===== src/rtl/snina_pkg.sv =====
// Shared types and index helpers for the SNINA AND pipeline (shares x copies layout).
package snina_pkg;

  typedef enum logic {
    RUN   = 1'b0,
    ALARM = 1'b1
  } alarm_state_e;

  localparam int unsigned DEF_NSHARES   = 3;
  localparam int unsigned DEF_NCOPIES   = 3;
  localparam int unsigned DEF_ERR_CNT_W = 8;
  localparam int unsigned DEF_SHARE_W   = DEF_NSHARES * DEF_NCOPIES;
  localparam int unsigned DEF_NR        = (DEF_NSHARES * (DEF_NSHARES - 1)) / 2;
  localparam int unsigned DEF_PROD_W    = DEF_NSHARES * DEF_NSHARES * DEF_NCOPIES;

  function automatic int unsigned nr(input int unsigned nshares);
    return (nshares * (nshares - 1)) / 2;
  endfunction

  // Only defined for i < j; callers order the pair first.
  function automatic int unsigned pair_idx(input int unsigned i, input int unsigned j,
                                           input int unsigned nshares);
    return i * nshares - (i * (i + 1)) / 2 + (j - i - 1);
  endfunction

  function automatic int unsigned share_w(input int unsigned nshares, input int unsigned ncopies);
    return nshares * ncopies;
  endfunction

  function automatic int unsigned prod_w(input int unsigned nshares, input int unsigned ncopies);
    return nshares * nshares * ncopies;
  endfunction

  // Flattened position of cross product u[i][j], copy k.
  function automatic int unsigned prod_bit(input int unsigned i, input int unsigned j,
                                           input int unsigned k, input int unsigned nshares,
                                           input int unsigned ncopies);
    return (i * nshares + j) * ncopies + k;
  endfunction

endpackage


===== src/rtl/snina_and_pipe_if.sv =====
// Operand/result bus of the SNINA AND pipeline; master drives operands, slave returns results.
interface snina_and_pipe_if
  import snina_pkg::*;
#(
  parameter int unsigned NSHARES = DEF_NSHARES,
  parameter int unsigned NCOPIES = DEF_NCOPIES
);

  logic                               in_valid;
  logic [NSHARES*NCOPIES-1:0]         a;
  logic [NSHARES*NCOPIES-1:0]         b;
  logic [(NSHARES*(NSHARES-1))/2-1:0] r;
  logic                               out_valid;
  logic [NSHARES*NCOPIES-1:0]         c;
  logic [NSHARES-1:0]                 err_share;

  modport master (
    output in_valid, a, b, r,
    input  out_valid, c, err_share
  );

  modport slave (
    input  in_valid, a, b, r,
    output out_valid, c, err_share
  );

endinterface


===== src/rtl/snina_cross_mul.sv =====
// Stage 1: registers every share cross product per copy, off-diagonal terms refreshed by r.
module snina_cross_mul
  import snina_pkg::*;
#(
  parameter int unsigned NSHARES = DEF_NSHARES,
  parameter int unsigned NCOPIES = DEF_NCOPIES
) (
  input  logic                                     clk,
  input  logic                                     reset,
  input  logic                                     in_valid,
  input  logic [NSHARES*NCOPIES-1:0]               a,
  input  logic [NSHARES*NCOPIES-1:0]               b,
  input  logic [(NSHARES*(NSHARES-1))/2-1:0]       r,
  output logic                                     v1,
  output logic [NSHARES*NSHARES*NCOPIES-1:0]       u
);

  localparam int unsigned PW = NSHARES * NSHARES * NCOPIES;

  logic [PW-1:0] u_d;

  for (genvar gi = 0; gi < NSHARES; gi++) begin : g_row
    for (genvar gj = 0; gj < NSHARES; gj++) begin : g_col
      for (genvar gk = 0; gk < NCOPIES; gk++) begin : g_copy
        // Both u[i][j] and u[j][i] take the same r bit so it cancels in the unmasked XOR.
        if (gi == gj) begin : g_diag
          assign u_d[prod_bit(gi, gj, gk, NSHARES, NCOPIES)] =
            a[gi*NCOPIES+gk] & b[gj*NCOPIES+gk];
        end else if (gi < gj) begin : g_upper
          assign u_d[prod_bit(gi, gj, gk, NSHARES, NCOPIES)] =
            (a[gi*NCOPIES+gk] & b[gj*NCOPIES+gk]) ^ r[pair_idx(gi, gj, NSHARES)];
        end else begin : g_lower
          assign u_d[prod_bit(gi, gj, gk, NSHARES, NCOPIES)] =
            (a[gi*NCOPIES+gk] & b[gj*NCOPIES+gk]) ^ r[pair_idx(gj, gi, NSHARES)];
        end
      end
    end
  end

  always_ff @(posedge clk) begin
    if (reset) begin
      v1 <= 1'b0;
      u  <= '0;
    end else begin
      v1 <= in_valid;
      if (in_valid) begin
        u <= u_d;
      end
    end
  end

endmodule


===== src/rtl/snina_and_pipe.sv =====
// Two-stage masked, copy-checked AND with sticky alarm and output zeroization.
// Optional saturating fault counter enabled by defining SNINA_ERR_CNT_EN.
module snina_and_pipe
  import snina_pkg::*;
#(
  parameter int unsigned NSHARES   = DEF_NSHARES,
  parameter int unsigned NCOPIES   = DEF_NCOPIES,
  parameter int unsigned ERR_CNT_W = DEF_ERR_CNT_W
) (
  input  logic                 clk,
  input  logic                 reset,
  snina_and_pipe_if.slave      bus,
  input  logic                 alarm_clr,
  output logic                 alarm,
  output logic [ERR_CNT_W-1:0] err_cnt
);

  localparam int unsigned SW = NSHARES * NCOPIES;
  localparam int unsigned PW = NSHARES * NSHARES * NCOPIES;

  logic          v1;
  logic [PW-1:0] u;

  logic [SW-1:0]      c_d;
  logic [NSHARES-1:0] err_d;

  logic               out_valid_q;
  logic [SW-1:0]      c_q;
  logic [NSHARES-1:0] err_q;
  logic               fault;

  alarm_state_e state_q, state_d;

  snina_cross_mul #(
    .NSHARES (NSHARES),
    .NCOPIES (NCOPIES)
  ) u_cross (
    .clk      (clk),
    .reset    (reset),
    .in_valid (bus.in_valid),
    .a        (bus.a),
    .b        (bus.b),
    .r        (bus.r),
    .v1       (v1),
    .u        (u)
  );

  for (genvar gi = 0; gi < NSHARES; gi++) begin : g_share
    logic [NSHARES-1:0] row_mism;

    for (genvar gk = 0; gk < NCOPIES; gk++) begin : g_compress
      logic [NSHARES-1:0] col;
      for (genvar gj = 0; gj < NSHARES; gj++) begin : g_term
        assign col[gj] = u[prod_bit(gi, gj, gk, NSHARES, NCOPIES)];
      end
      assign c_d[gi*NCOPIES+gk] = ^col;
    end

    // A product row is consistent only when its copies are all 0 or all 1.
    for (genvar gj = 0; gj < NSHARES; gj++) begin : g_check
      logic [NCOPIES-1:0] cps;
      for (genvar gk = 0; gk < NCOPIES; gk++) begin : g_bit
        assign cps[gk] = u[prod_bit(gi, gj, gk, NSHARES, NCOPIES)];
      end
      assign row_mism[gj] = ~((&cps) | ~(|cps));
    end

    assign err_d[gi] = |row_mism;
  end

  always_ff @(posedge clk) begin
    if (reset) begin
      out_valid_q <= 1'b0;
      c_q         <= '0;
      err_q       <= '0;
    end else begin
      out_valid_q <= v1;
      if (v1) begin
        c_q   <= c_d;
        err_q <= err_d;
      end else begin
        err_q <= '0;
      end
    end
  end

  assign fault = out_valid_q & (|err_q);

  always_ff @(posedge clk) begin
    if (reset) begin
      state_q <= RUN;
    end else begin
      state_q <= state_d;
    end
  end

  always_comb begin
    state_d = state_q;
    unique case (state_q)
      RUN:     if (fault) state_d = ALARM;
      ALARM:   if (alarm_clr && !fault) state_d = RUN;
      default: state_d = RUN;
    endcase
  end

  assign alarm         = (state_q == ALARM) | fault;
  assign bus.out_valid = out_valid_q;
  assign bus.err_share = err_q;
  assign bus.c         = alarm ? '0 : c_q;

`ifdef SNINA_ERR_CNT_EN
  logic [ERR_CNT_W-1:0] err_cnt_q;

  always_ff @(posedge clk) begin
    if (reset) begin
      err_cnt_q <= '0;
    end else if (fault && (err_cnt_q != '1)) begin
      err_cnt_q <= err_cnt_q + {{(ERR_CNT_W-1){1'b0}}, 1'b1};
    end
  end

  assign err_cnt = err_cnt_q;
`else
  assign err_cnt = '0;
`endif

endmodule


===== src/flat_wrapper.sv =====
// flat-port wrapper written by rule: the top's interface ports become plain ports
module snina_and_pipe_flat import snina_pkg::*;
#(
  parameter int unsigned NSHARES   = DEF_NSHARES,
  parameter int unsigned NCOPIES   = DEF_NCOPIES,
  parameter int unsigned ERR_CNT_W = DEF_ERR_CNT_W
)
  (clk, reset, alarm_clr, alarm, err_cnt, bus_in_valid, bus_a, bus_b, bus_r, bus_out_valid, bus_c, bus_err_share);
  snina_and_pipe_if #(.NSHARES(NSHARES), .NCOPIES(NCOPIES)) bus_i ();
  input  logic clk;
  input  logic reset;
  input  logic alarm_clr;
  output logic alarm;
  output logic [ERR_CNT_W-1:0] err_cnt;
  input wire logic [$bits(bus_i.in_valid)-1:0] bus_in_valid;
  input wire logic [$bits(bus_i.a)-1:0] bus_a;
  input wire logic [$bits(bus_i.b)-1:0] bus_b;
  input wire logic [$bits(bus_i.r)-1:0] bus_r;
  output wire logic [$bits(bus_i.out_valid)-1:0] bus_out_valid;
  output wire logic [$bits(bus_i.c)-1:0] bus_c;
  output wire logic [$bits(bus_i.err_share)-1:0] bus_err_share;
  assign bus_i.in_valid = bus_in_valid;
  assign bus_i.a = bus_a;
  assign bus_i.b = bus_b;
  assign bus_i.r = bus_r;
  assign bus_out_valid = bus_i.out_valid;
  assign bus_c = bus_i.c;
  assign bus_err_share = bus_i.err_share;
  snina_and_pipe #(.NSHARES(NSHARES), .NCOPIES(NCOPIES), .ERR_CNT_W(ERR_CNT_W)) u_core (.clk(clk), .reset(reset), .bus(bus_i), .alarm_clr(alarm_clr), .alarm(alarm), .err_cnt(err_cnt));
endmodule

===== config.mk =====
export PLATFORM = sky130hd
export DESIGN_NAME = snina_and_pipe_flat
export DESIGN_NICKNAME = d
export VERILOG_FILES = /design/src/rtl/snina_pkg.sv /design/src/rtl/snina_and_pipe_if.sv /design/src/rtl/snina_cross_mul.sv /design/src/rtl/snina_and_pipe.sv /design/src/flat_wrapper.sv
export SDC_FILE = /design/constraint.sdc
export NUM_CORES = 1
export LEC_CHECK = 0
export BUFFER_PORTS_ARGS = -buffer_cell sky130_fd_sc_hd__buf_2
export CORE_AREA = 4 4 66 68
export CTS_CLUSTER_SIZE = 8
export DETAILED_ROUTE_END_ITERATION = 10
export DIE_AREA = 0 0 70 72
export GPL_ROUTABILITY_DRIVEN = 0
export PLACE_DENSITY_LB_ADDON = 0.1
export SYNTH_ARGS = -nofsm -noshare
export SYNTH_HDL_FRONTEND = slang
export SYNTH_SLANG_ARGS = --single-unit

===== constraint.sdc =====
create_clock -name clk -period 1.85 [get_ports clk]
set_clock_uncertainty 0.05 [all_clocks]
set_input_delay 0 -clock clk [delete_from_list [all_inputs] [get_ports clk]]
set_output_delay 0 -clock clk [all_outputs]
set_load 0.05 [all_outputs]

# ---- Word level (Yosys, flattened, before mapping)
# Cells that the tools add are included.
dict set report word_totals {
  regBits 42
  output_inout_bits 22
  elab_cells 120
}
dict set report op_classes {
  muxes 4
  n_bitwise 76
  reduce_logical 34
}
# op n
set ops {}
lappend ops {{OR reduction 3 bit} 13}
lappend ops {{bitwise AND 1 bit} 28}
lappend ops {{AND reduction 3 bit} 9}
lappend ops {{XOR reduction 3 bit} 9}
lappend ops {{inverter 1 bit} 20}
lappend ops {{XOR 1 bit} 18}
lappend ops {{bitwise OR 1 bit} 10}
lappend ops {{two-way mux 9 bit} 1}
lappend ops {{two-way mux 1 bit} 2}
lappend ops {{one-hot mux 1 bit (2 select lines)} 1}
lappend ops {{OR reduction 2 bit} 1}
lappend ops {{logical AND 1 bit} 1}
lappend ops {{zero test 1 bit} 1}

# ---- Depth between registers and ports, before layout
# Gate-level depths: netlist of run 1.
dict set report depth {
  word_depth 6
  ltp_mapped 4
  mapped_depth_nobuf 3
}

# ---- Hierarchy
# Synthesis of run 1 repeated with hierarchy kept, for this count alone.
dict set report hier_totals {
  cells_unflattened 241
  hier_area_um2 2258.4
}
# mod n_inst cells_per_inst area_per_inst_um2 seq_area_each_um2
set modules_own_cells {}
lappend modules_own_cells {snina_cross_mul 1 140 1397.6 560.5}
lappend modules_own_cells {snina_and_pipe 1 101 860.8 280.3}

# ---- Worst setup path before layout of run 1
# No wires, ideal clock.
dict set report synth_path {
  path_kind {reg2out}
  start {register u_core.err_q[2], in the netlist u_core.bus.err_share[2]}
  end {output port bus_c[0]}
  arrival_time_ps 1471
  t_required_ps 1800
  path_slack_ps 329
  path_stages_with_launch 4
  path_buffers 0
  path_cell_list {dfxtp_1 > o31ai_1 > and2b_1 > and2_1}
}
dict set report synth_via {
  elab_chain_len 4
}
# element line_no
set synth_rtl {}
lappend synth_rtl {{from (decl)} snina_and_pipe.sv:29} ;# logic [NSHARES-1:0] err_q;
lappend synth_rtl {{from (signal assigned)} snina_and_pipe.sv:80} ;# err_q <= err_d;
lappend synth_rtl {{OR reduction 3 bit} snina_and_pipe.sv:87} ;# assign fault = out_valid_q & (|err_q);
lappend synth_rtl {{bitwise AND 1 bit} snina_and_pipe.sv:87}
lappend synth_rtl {{bitwise OR 1 bit} snina_and_pipe.sv:106} ;# assign alarm = (state_q == ALARM) | fault;
lappend synth_rtl {{two-way mux 9 bit} snina_and_pipe.sv:109} ;# assign bus.c = alarm ? '0 : c_q;
lappend synth_rtl {{to (decl)} flat_wrapper.sv:20} ;# output wire logic [$bits(bus_i.c)-1:0] bus_c;
# No other way between the ends.

# ---- Worst setup path after layout of run 1
dict set report layout_path {
  start {register u_core.err_q[2], in the netlist u_core.bus.err_share[2]}
  end {output port bus_c[7]}
}
# The elaborated chain is that of the path after synthesis.

==> key figures, run 1 <==
Synthesis
  – Top cells by area, synth: dfxtp_1 (41%), xor2_1 (11%), a211oi_1 (6.6%)
  – Mapped cell area: just over 2000 µm²
  – Syn Inst Count: 241
  – Ys Warns: 0
  – Yosys top cell area share: a little over 40%
  – FF+latch count, synth: 42
  – Seq/Total Area, Yosys: about two fifths
  – Area leader, netlist: dfxtp_1
  – Mean Syn Cell Area: 8.54 µm²
  – Synth unique cells: 22

Clock network
  – Root Driver: clkbuf_8
  – TritonCTS Buffers: 5
  – Clock transition at path regs: 0.09 ns
  – H-tree levels: 2
  – CTS tree: done
  – Clk sinks: 42
  – Post-CTS Setup Repair Bufs: 0
  – CTS Buffer Depth: 2
  – Clock Latency Late Sink: 0.30 ns

Floorplan
  – Core area: about 3900 µm²
  – IO Pins: 47
  – Initial Util: 53.4%
  – Die W: 70 µm
  – # rows: 23
  – Die area: ~5000 µm²
  – Die Height: 72 µm

Setup path
  – Setup slack, reg-to-reg: 0.53 ns
  – CP max-delay cell: dfxtp_1
  – Arr. time, crit path: about 1.6 ns
  – Worst path top cell family by delay: simple AND/OR/NAND/NOR gates
  – Worst Path Buf+Inv: 1
  – R2R Path Start: u_core.u_cross.u[12]$_SDFFE_PP0P_
  – Cells on worst reg2reg path: 3
  – Critical path class: reg2out
  – Worst Setup End Kind: output pin
  – Setup crit start kind: flop
  – CP cell instances: o31ai_1 -> and2b_2 -> and2_1 -> buf_2
  – FF-to-FF End: u_core.bus.err_share[1]$_SDFF_PP0_
  – Worst EP required: between 1.5 and 2 ns
  – Worst-path fanout max: 10
  – CP max stage delay: around 0.33 ns

Global routing
  – Largest net degree at the start of global routing: between 50 and 60
  – GR Overflow Total: 0
  – First-pass GRT wire length: 7.51 mm
  – All-Layer GR Usage: 18.4%
  – Vias in the first global route: 1619
  – Initial antenna violation count: 0

Timing
  – Accumulated negative setup slack: 0 ns
  – Slew Limit Fails: 0
  – Final hold violations: 0
  – RSZ-0062 raised after global routing: no
  – # setup viols final: 0
  – Post-route minimum period: about 1.6 ns
  – Fmax: 0.615 GHz
  – Crit share post-route: slightly below 90%
  – Worst setup margin: 0.225 ns

Cells and area
  – Design Area, Final: 2510 µm²
  – Most frequent cells in the layout: dfxtp_1 (42), buf_2 (38), xor2_1 (27), nor2_1 (21)
  – Most common cell after layout, fill and taps aside: dfxtp_1
  – Fin util: between 60% and 70%
  – P&R area growth vs syn: 22.2%
  – Ant. Diodes: 0
  – Layout cells sized above 1: 16.7%
  – Fin nets: roughly 320

Worst hold path
  – Hold Startpoint: bus_b[8]
  – Hold Path Class: in2reg
  – Hold-critical path depth: 4
  – Worst Hold Endpoint: u_core.u_cross.u[17]$_SDFFE_PP0P_

Detailed routing
  – Initial DRC count: 113
  – Via count: roughly 1700
  – Via/cell ratio: 5.01
  – DRC Markers: 0
  – ANT nets after route: 0
  – Routed wire per std cell: 12.9 µm
  – DRT Pass-1 Iters: 4
  – WL final: 4.41 mm

Placement
  – Port bufs: 38
  – Placed cell areas: between 2000 and 2500 µm²
  – Placement Setup Slack: 0.458 ns
  – DP Wirelength: approximately 3.0 mm

Pwr
  – Leak pwr: between 1 and 1.5 nW
  – Peak supply drop: 398 µV
  – Pwr Density: 814 nW/µm²

Status
  – Status: complete, no violations

Job
  – Max-cap violations: 0
[repair_timing]
action,4_1_cts,5_1_grt
gates resized for setup,0,1
hold buffers,19,0
hold endpoints to repair,10,0
endpoints found under the setup margin,0,6
[how the worst max path moves through the flow]
stage,from,end,slack (ns),cells after the start
final,u_core.bus.err_share[2]$_SDFF_PP0_,bus_c[7],0.22,4
after global routing,u_core.bus.err_share[2]$_SDFF_PP0_,bus_c[2],0.07,4
after CTS,u_core.bus.err_share[2]$_SDFF_PP0_,bus_c[6],0.12,4
after detailed placement,u_core.bus.err_share[2]$_SDFF_PP0_,bus_c[6],0.46,4
after global placement,u_core.bus.err_share[2]$_SDFF_PP0_,bus_c[6],0.48,4
after floorplan,u_core.bus.err_share[2]$_SDFF_PP0_,bus_c[0],0.33,3
[cells in the mapped netlist]
master    count
dfxtp_1      42
xor2_1       27
nor2_1       21
nand2b_1     19
a211oi_1     18
nand2_1      18
nand3_1      18
a21oi_1      10
and2_1        9
o22ai_1       9
or3_1         9
xnor2_1       9
buf_2         8
buf_4         8
clkbuf_1      6
a222oi_1      3
inv_1         2
and2b_1       1
conb_1        1
nor2b_1       1
o31ai_1       1
or2b_1        1
[flip-flops by register name, indices dropped and copies added, names as in the netlist]
signal / flops
u_core.bus.err_share: 3
u_core.u_cross.v1: 1
u_core.bus.out_valid: 1
u_core.c_q: 9
u_core.state_q: 1
u_core.u_cross.u: 27
[kinds of logic after synthesis]
family / Yosys count / share of synthesized area (%)
and+or+nand+nor: 97 / 23.8
DFF: 42 / 40.9
AOI/OAI and AO/OA: 41 / 13.6
xor gates and xnor gates: 36 / 15.3
buffers and inverters: 24 / 6.32
other: 1 / 0.182
[metal layers]
| layer | vias up | wire (µm) | track usage (%) |
|---|---|---|---|
| met2 | 45 | 2020 | 29.8 |
| met3 | 5 | 262 | 4.85 |
| met1 | 762 | 2080 | 24.1 |
| met5 | - | 0 | 0 |
| met4 | 0 | 46 | 5.74 |
| li1 | 905 | - | - |
[where the power goes]
group,internal [mW],switching [mW],leakage [nW]
logic,0.174,0.252,0.660
registers,0.962,0.0530,0.346
clock network,0.272,0.336,0.0447
[per-stage QoR]
stage	hold WS, ns	cells	power (mW)
2_1_floorplan	0.115	248	1.35
3_3_place_gp	0.226	316	1.43
3_5_place_dp	0.224	316	1.44
4_1_cts	0.0637	343	2.06
5_1_grt	0.101	343	2.15
6_report	0.0717	343	2.05
[worst reg2reg max path, cell delays in order, from the launching register on]
cell	delay (ns)
dfxtp_1	0.34
or3_1	0.36
a222oi_1	0.38
nor2_1	0.07
[final cells by class]
type / count / area, µm²
Clock buffer: 5 / 68.8
Clock inverter: 3 / 25.0
Fill cell: 368 / 1340
Inverter: 2 / 7.51
Multi-Input combinational cell: 182 / 1110
Sequential cell: 42 / 841
Tap cell: 50 / 62.6
Timing Repair Buffer: 59 / 395
(Power assumes the default switching activity.)
==> run 2: changes to the inputs <==
Settings changed: CORE_AREA 4 4 66 68 to 4 4 73 75, DIE_AREA 0 0 70 72 to 0 0 77 79.
==> run 2 against run 1 <==
  * Worst setup slack improved by 0.0045 ns
  * Design area up 1.1%
  * Sequential share of layout area decreased by 0.36 points
  * Critical path type unchanged
==> key figures, run 2 (synthesis gave the netlist of run 1 again) <==
Clock network
  – H-tree levels: 2 (unchanged)
  – Clk sinks: 42 (unchanged)
  – Root Driver: clkbuf_8
  – CTS tree: done
  – Clock Latency Late Sink: 0.29 ns (about the same)
  – TritonCTS Buffers: 5 (unchanged)
  – Clock transition at path regs: 0.08 ns (about the same)
  – CTS Buffer Depth: 2 (unchanged)
  – Post-CTS Setup Repair Bufs: 0 (unchanged)

Cells and area
  – Design Area, Final: 2540 µm² (+1.1%)
  – Fill count: 455 (+24%)
  – Max FFs per register: 27 (unchanged)
  – Layout cells sized above 1: 17.0% (+0.28 points)
  – Most frequent cells in the layout: dfxtp_1 (42), buf_2 (38), xor2_1 (27), nor2_1 (21)
  – Fin cells: 348 (+1.5%)
  – Most common cell after layout, fill and taps aside: dfxtp_1
  – Ant. Diodes: 0 (unchanged)
  – FF/Latch Area: 841 µm² (unchanged)
  – Top reg by flops: u_core.u_cross.u
  – Fin nets: 318 (+0.32%)
  – Area of the multi-input gates: 1110 µm² (unchanged)
  – P&R area growth vs syn: 23.5%

Floorplan
  – Die Height: 79 µm (+9.7%)
  – # rows: 25 (+8.7%)
  – Die W: 77 µm (+10%)
  – Core area: 4660 µm² (+21%)
  – Initial Util: 44.2% (-9.2 points)
  – Die area: 6080 µm² (+21%)
  – IO Pins: 47 (unchanged)

Global routing
  – Vias in the first global route: 1591 (-1.7%)
  – GR Overflow Total: 0 (unchanged)
  – Initial antenna violation count: 0 (unchanged)
  – Largest net degree at the start of global routing: 32 (-43%)
  – First-pass GRT wire length: 7.69 mm (+2.4%)
  – All-Layer GR Usage: 15.7% (-2.7 points)

Placement
  – Dpl cells: 321 (+1.6%)
  – Placed cell areas: 2240 µm² (+0.56%)
  – DP Wirelength: 3.27 mm (+7.3%)
  – Port bufs: 38 (unchanged)

Worst hold path
  – Worst Hold Endpoint: u_core.u_cross.u[0]$_SDFFE_PP0P_
  – Hold-critical path depth: 2 (-2)
  – Hold Startpoint: reset
  – Hold Path Class: in2reg

Detailed routing
  – DRC Markers: 0 (unchanged)
  – DRT Pass-1 Iters: 4 (unchanged)
  – Via/cell ratio: 4.89 (-2.3%)
  – Initial DRC count: 55 (-51%)
  – WL final: 4.51 mm (+2.4%)
  – ANT nets after route: 0 (unchanged)
  – Via count: 1702 (-0.87%)
  – Routed wire per std cell: 13.0 µm (+0.93%)

Timing
  – Crit share post-route: 87.6% (-0.24 points)
  – Final hold violations: 0 (unchanged)
  – Fmax: 0.617 GHz (+0.28%)
  – # setup viols final: 0 (unchanged)
  – Slew Limit Fails: 0 (unchanged)
  – Accumulated negative setup slack: 0 ns (unchanged)
  – RSZ-0062 raised after global routing: no
  – Post-route minimum period: 1.62 ns (-0.00448 ns)

Setup path
  – Cells on worst reg2reg path: 3 (unchanged)
  – CP cell instances: o31ai_1 -> and2b_2 -> and2_1 -> buf_2
  – Arr. time, crit path: 1.57 ns (about the same)
  – Worst Setup End Kind: output pin
  – Setup crit start kind: flop
  – Setup slack, reg-to-reg: 0.54 ns (about the same)
  – CP max stage delay: 0.32 ns (about the same)
  – Critical path class: reg2out
  – CP max-delay cell: dfxtp_1
  – Worst-path fanout max: 10 (unchanged)
  – FF-to-FF End: u_core.bus.err_share[2]$_SDFF_PP0_
  – Worst EP required: 1.80 ns (about the same)
  – R2R Path Start: u_core.u_cross.u[21]$_SDFFE_PP0P_

Pwr
  – Peak supply drop: 406 µV (+2.0%)
  – Pwr Total: 2.14 mW (+4.5%)
  – Leak pwr: 1.07 nW (+1.7%)
  – Pwr Density: 842 nW/µm² (+3.4%)

Status
  – Status: complete, no violations

Job
  – Max-cap violations: 0 (unchanged)
## run 2: cell count changes in the layout (fill, tap and decap cells not counted), sizes merged
cell / before / now
inv: 3 / 2
bufinv: 0 / 1
clkinv: 1 / 2
buf: 40 / 41
clkinvlp: 1 / 0
## run 2: report_power, final
part,internal [mW],switching [mW],total (mW),leakage (nW)
logic,0.175,0.253,0.428,0.665
clock network,0.397,0.300,0.697,0.0579
registers,0.962,0.0549,1.02,0.346
total,1.53,0.608,2.14,1.07
## run 2: how the worst max path moves through the flow
stage,start,to,cells past startpoint
after floorplan,u_core.bus.err_share[2]$_SDFF_PP0_,bus_c[0],3
after global routing,u_core.bus.err_share[2]$_SDFF_PP0_,bus_c[1],4
after CTS,u_core.bus.err_share[2]$_SDFF_PP0_,bus_c[0],4
after global placement,u_core.bus.err_share[2]$_SDFF_PP0_,bus_c[8],4
after detailed placement,u_core.bus.err_share[2]$_SDFF_PP0_,bus_c[0],4
final,u_core.bus.err_share[2]$_SDFF_PP0_,bus_c[0],4
## run 2: area by class of cell
cell class,count,share of cell area (%)
inverter,2,0.295
timing repair buffer,60,15.8
tap,54,2.66
clock inverter,3,1.57
clock buffer,5,2.71
multi-input combinational,182,43.8
sequential,42,33.1
## run 2: what timing repair did
item / in CTS / in global routing
gates resized for setup: 0 / 1
endpoints found under the setup margin: 0 / 9
hold buffers: 19 / 0
hold endpoints to repair: 10 / 0
## run 2: stage by stage
stage               hold WS [ns]  utilization [%]  setup slack, ns
finish                    0.0267             54.6            0.229
global route              0.0427             54.6           0.0437
CTS                       0.0251             54.5            0.126
detailed placement         0.233             48.1            0.447
global placement           0.222             48.1            0.472
floorplan                  0.115                -            0.329
## run 2: critical path, delay by kind of cell (launching register included)
kind,cells,cell delay (ns)
compound gates,1,0.29
buf+inv,1,0.25
simple gates,2,0.41
flops,1,0.32
## run 2: routing by layer
metal	vias up	share of wire, %	GRT usage [%]
li1	907	-	-
met1	738	50	21.8
met2	51	43	23.8
met3	6	6.1	4.31
met4	0	1.2	4.80
met5	-	0	0
==> run 3: changes to the inputs <==
Settings changed: CAP_MARGIN set to 20, CORE_AREA 4 4 73 75 to 2 2 71 73, CTS_BUF_LIST set to sky130_fd_sc_hd__clkbuf_8, DIE_AREA 0 0 77 79 to 0 0 73 75.
==> run 3 against run 2 <==
  * Critical path depth unchanged
  * Register-to-register slack about the same
  * Wire length shrank 4.5%
  * Sequential share of layout area is 0.35 points lower
  * Via count increased by 1.4%
  * Global-route usage increased by 1.5 points
  * Maximum frequency decreased by 3.7%
  * Die area decreased by 10%
  * Power grew 7.2%
  * First-iteration DRC count grew 35%
  * Design area increased by 1.1%
  * Critical endpoint is now bus_c[1]
  * Highest routed layer unchanged
==> key figures, run 3 (synthesis gave the netlist of run 1 again) <==
Setup path
  – CP max stage delay: 0.33 ns (about the same)
  – Crit. Startpoint: u_core.bus.err_share[2]$_SDFF_PP0_
  – Worst-path fanout max: 10 (unchanged)
  – CP cell instances: o31ai_1 -> and2b_1 -> and2_1 -> buf_2
  – Arr. time, crit path: 1.63 ns (+0.06 ns)
  – CP max-delay cell: dfxtp_1
  – Setup slack, reg-to-reg: 0.53 ns (about the same)
  – Worst EP required: 1.80 ns (about the same)
  – CP Capture Point: bus_c[1]
  – Cells on worst reg2reg path: 3 (unchanged)
  – R2R Path Start: u_core.u_cross.u[21]$_SDFFE_PP0P_
  – FF-to-FF End: u_core.bus.err_share[2]$_SDFF_PP0_
  – Critical path class: reg2out
  – Worst Setup End Kind: output pin
  – Setup crit start kind: flop

Timing
  – Crit share post-route: 91.0% (+3.4 points)
  – RSZ-0062 raised after global routing: no
  – Fmax: 0.594 GHz (-3.7%)
  – # setup viols final: 0 (unchanged)
  – Final hold violations: 0 (unchanged)
  – Slew Limit Fails: 0 (unchanged)
  – Post-route minimum period: 1.68 ns (+0.0629 ns)
  – Accumulated negative setup slack: 0 ns (unchanged)

Detailed routing
  – ANT nets after route: 0 (unchanged)
  – DRT Pass-1 Iters: 4 (unchanged)
  – DRC Markers: 0 (unchanged)
  – Via/cell ratio: 4.96 (+1.4%)
  – Via count: 1726 (+1.4%)
  – Routed wire per std cell: 12.4 µm (-4.5%)
  – Initial DRC count: 74 (+35%)
  – WL final: 4.31 mm (-4.5%)

Cells and area
  – Layout cells sized above 1: 16.7% (-0.34 points)
  – P&R area growth vs syn: 24.9%
  – Fin util: 55.1% (+0.59 points)
  – Top reg by flops: u_core.u_cross.u
  – Most common cell after layout, fill and taps aside: dfxtp_1
  – Max FFs per register: 27 (unchanged)
  – Fin nets: 318 (unchanged)
  – Most frequent cells in the layout: dfxtp_1 (42), buf_2 (38), xor2_1 (27), nor2_1 (21)
  – Ant. Diodes: 0 (unchanged)

Clock network
  – Clk sinks: 42 (unchanged)
  – Root Driver: clkbuf_8
  – CTS tree: done
  – Post-CTS Setup Repair Bufs: 0 (unchanged)
  – Clock Latency Late Sink: 0.29 ns (about the same)
  – TritonCTS Buffers: 5 (unchanged)
  – Clock transition at path regs: 0.08 ns (about the same)
  – CTS Buffer Depth: 2 (unchanged)
  – H-tree levels: 2 (unchanged)

Pwr
  – Pwr Density: 893 nW/µm² (+6.0%)
  – Leak pwr: 1.08 nW (+0.95%)
  – Peak supply drop: 522 µV (+29%)

Global routing
  – Vias in the first global route: 1595 (+0.25%)
  – All-Layer GR Usage: 17.2% (+1.5 points)
  – Initial antenna violation count: 0 (unchanged)
  – Gr busiest metal: met2
  – First-pass GRT wire length: 7.33 mm (-4.8%)
  – Largest net degree at the start of global routing: 39 (+22%)
  – M2 GR Usage: 27.5% (+3.7 points)
  – Met1 GRT Util: 23.3% (+1.5 points)
  – GR Overflow Total: 0 (unchanged)
  – Met3 Resource Use GR: 2.81% (-1.5 points)

Floorplan
  – # rows: 25 (unchanged)
  – Core area: 4660 µm² (unchanged)
  – Initial Util: 44.2% (unchanged)
  – Die area: 5480 µm² (-10%)
  – IO Pins: 47 (unchanged)
  – Die W: 73 µm (-5.2%)
  – Die Height: 75 µm (-5.1%)

Worst hold path
  – Hold-critical path depth: 4 (+2)
  – Hold Path Class: in2reg

Placement
  – Port bufs: 38 (unchanged)
  – DP Wirelength: 3.13 mm (-4.3%)

Job
  – Max-cap violations: 0 (unchanged)

Status
  – Status: complete, no violations
## run 3: power by group
group,leakage [nW],switching (mW),internal [mW]
Clock,0.0683,0.313,0.540
Combinational,0.665,0.251,0.175
Sequential,0.346,0.0535,0.962
## run 3: per-stage QoR
step / instances / hold WS, ns / area, µm² / setup slack, ns / power [mW]
final: 348 / 0.0646 / 2570 / 0.166 / 2.29
after global routing: 348 / 0.0966 / 2570 / 0.00395 / 2.41
after CTS: 348 / 0.0674 / 2570 / 0.107 / 2.32
after detailed placement: 321 / 0.222 / 2240 / 0.439 / 1.44
after global placement: 321 / 0.224 / 2240 / 0.463 / 1.44
after floorplan: 248 / 0.115 / 2080 / 0.329 / 1.35
## run 3: worst max-delay path, delay by kind of cell (launching register included)
| kind | cells | cell delay (ns) |
|---|---|---|
| simple gates | 2 | 0.47 |
| flops | 1 | 0.33 |
| compound gates | 1 | 0.28 |
| buf+inv | 1 | 0.25 |
## run 3: worst min path at each step
| stage | start | slack [ns] | end |
|---|---|---|---|
| after floorplan | bus_b[7] | 0.12 | u_core.u_cross.u[25]$_SDFFE_PP0P_ |
| after global placement | alarm_clr | 0.22 | u_core.state_q$_SDFF_PP0_ |
| after detailed placement | alarm_clr | 0.22 | u_core.state_q$_SDFF_PP0_ |
| after CTS | bus_b[2] | 0.07 | u_core.u_cross.u[20]$_SDFFE_PP0P_ |
| after global routing | bus_b[6] | 0.1 | u_core.u_cross.u[6]$_SDFFE_PP0P_ |
| final | bus_b[6] | 0.06 | u_core.u_cross.u[6]$_SDFFE_PP0P_ |
## run 3: area by class of cell
cell class,count,area (µm²)
Clock inverter,3,68.8
Fill cell,450,2090
Sequential cell,42,841
Multi-Input combinational cell,182,1110
Timing Repair Buffer,60,403
Tap cell,54,67.6
Inverter,2,7.51
Clock buffer,5,68.8
## run 3: routing by layer
layer / routed length, µm / up-vias
met1: 2120 / 746
met3: 285 / 7
met5: 0 / -
li1: - / 908
met4: 64 / 0
met2: 1840 / 65
## run 3: what timing repair did
item | CTS | global route
hold buffers | 19 | 0
resized for setup | 0 | 0
endpoints found under the hold margin | 10 | 0
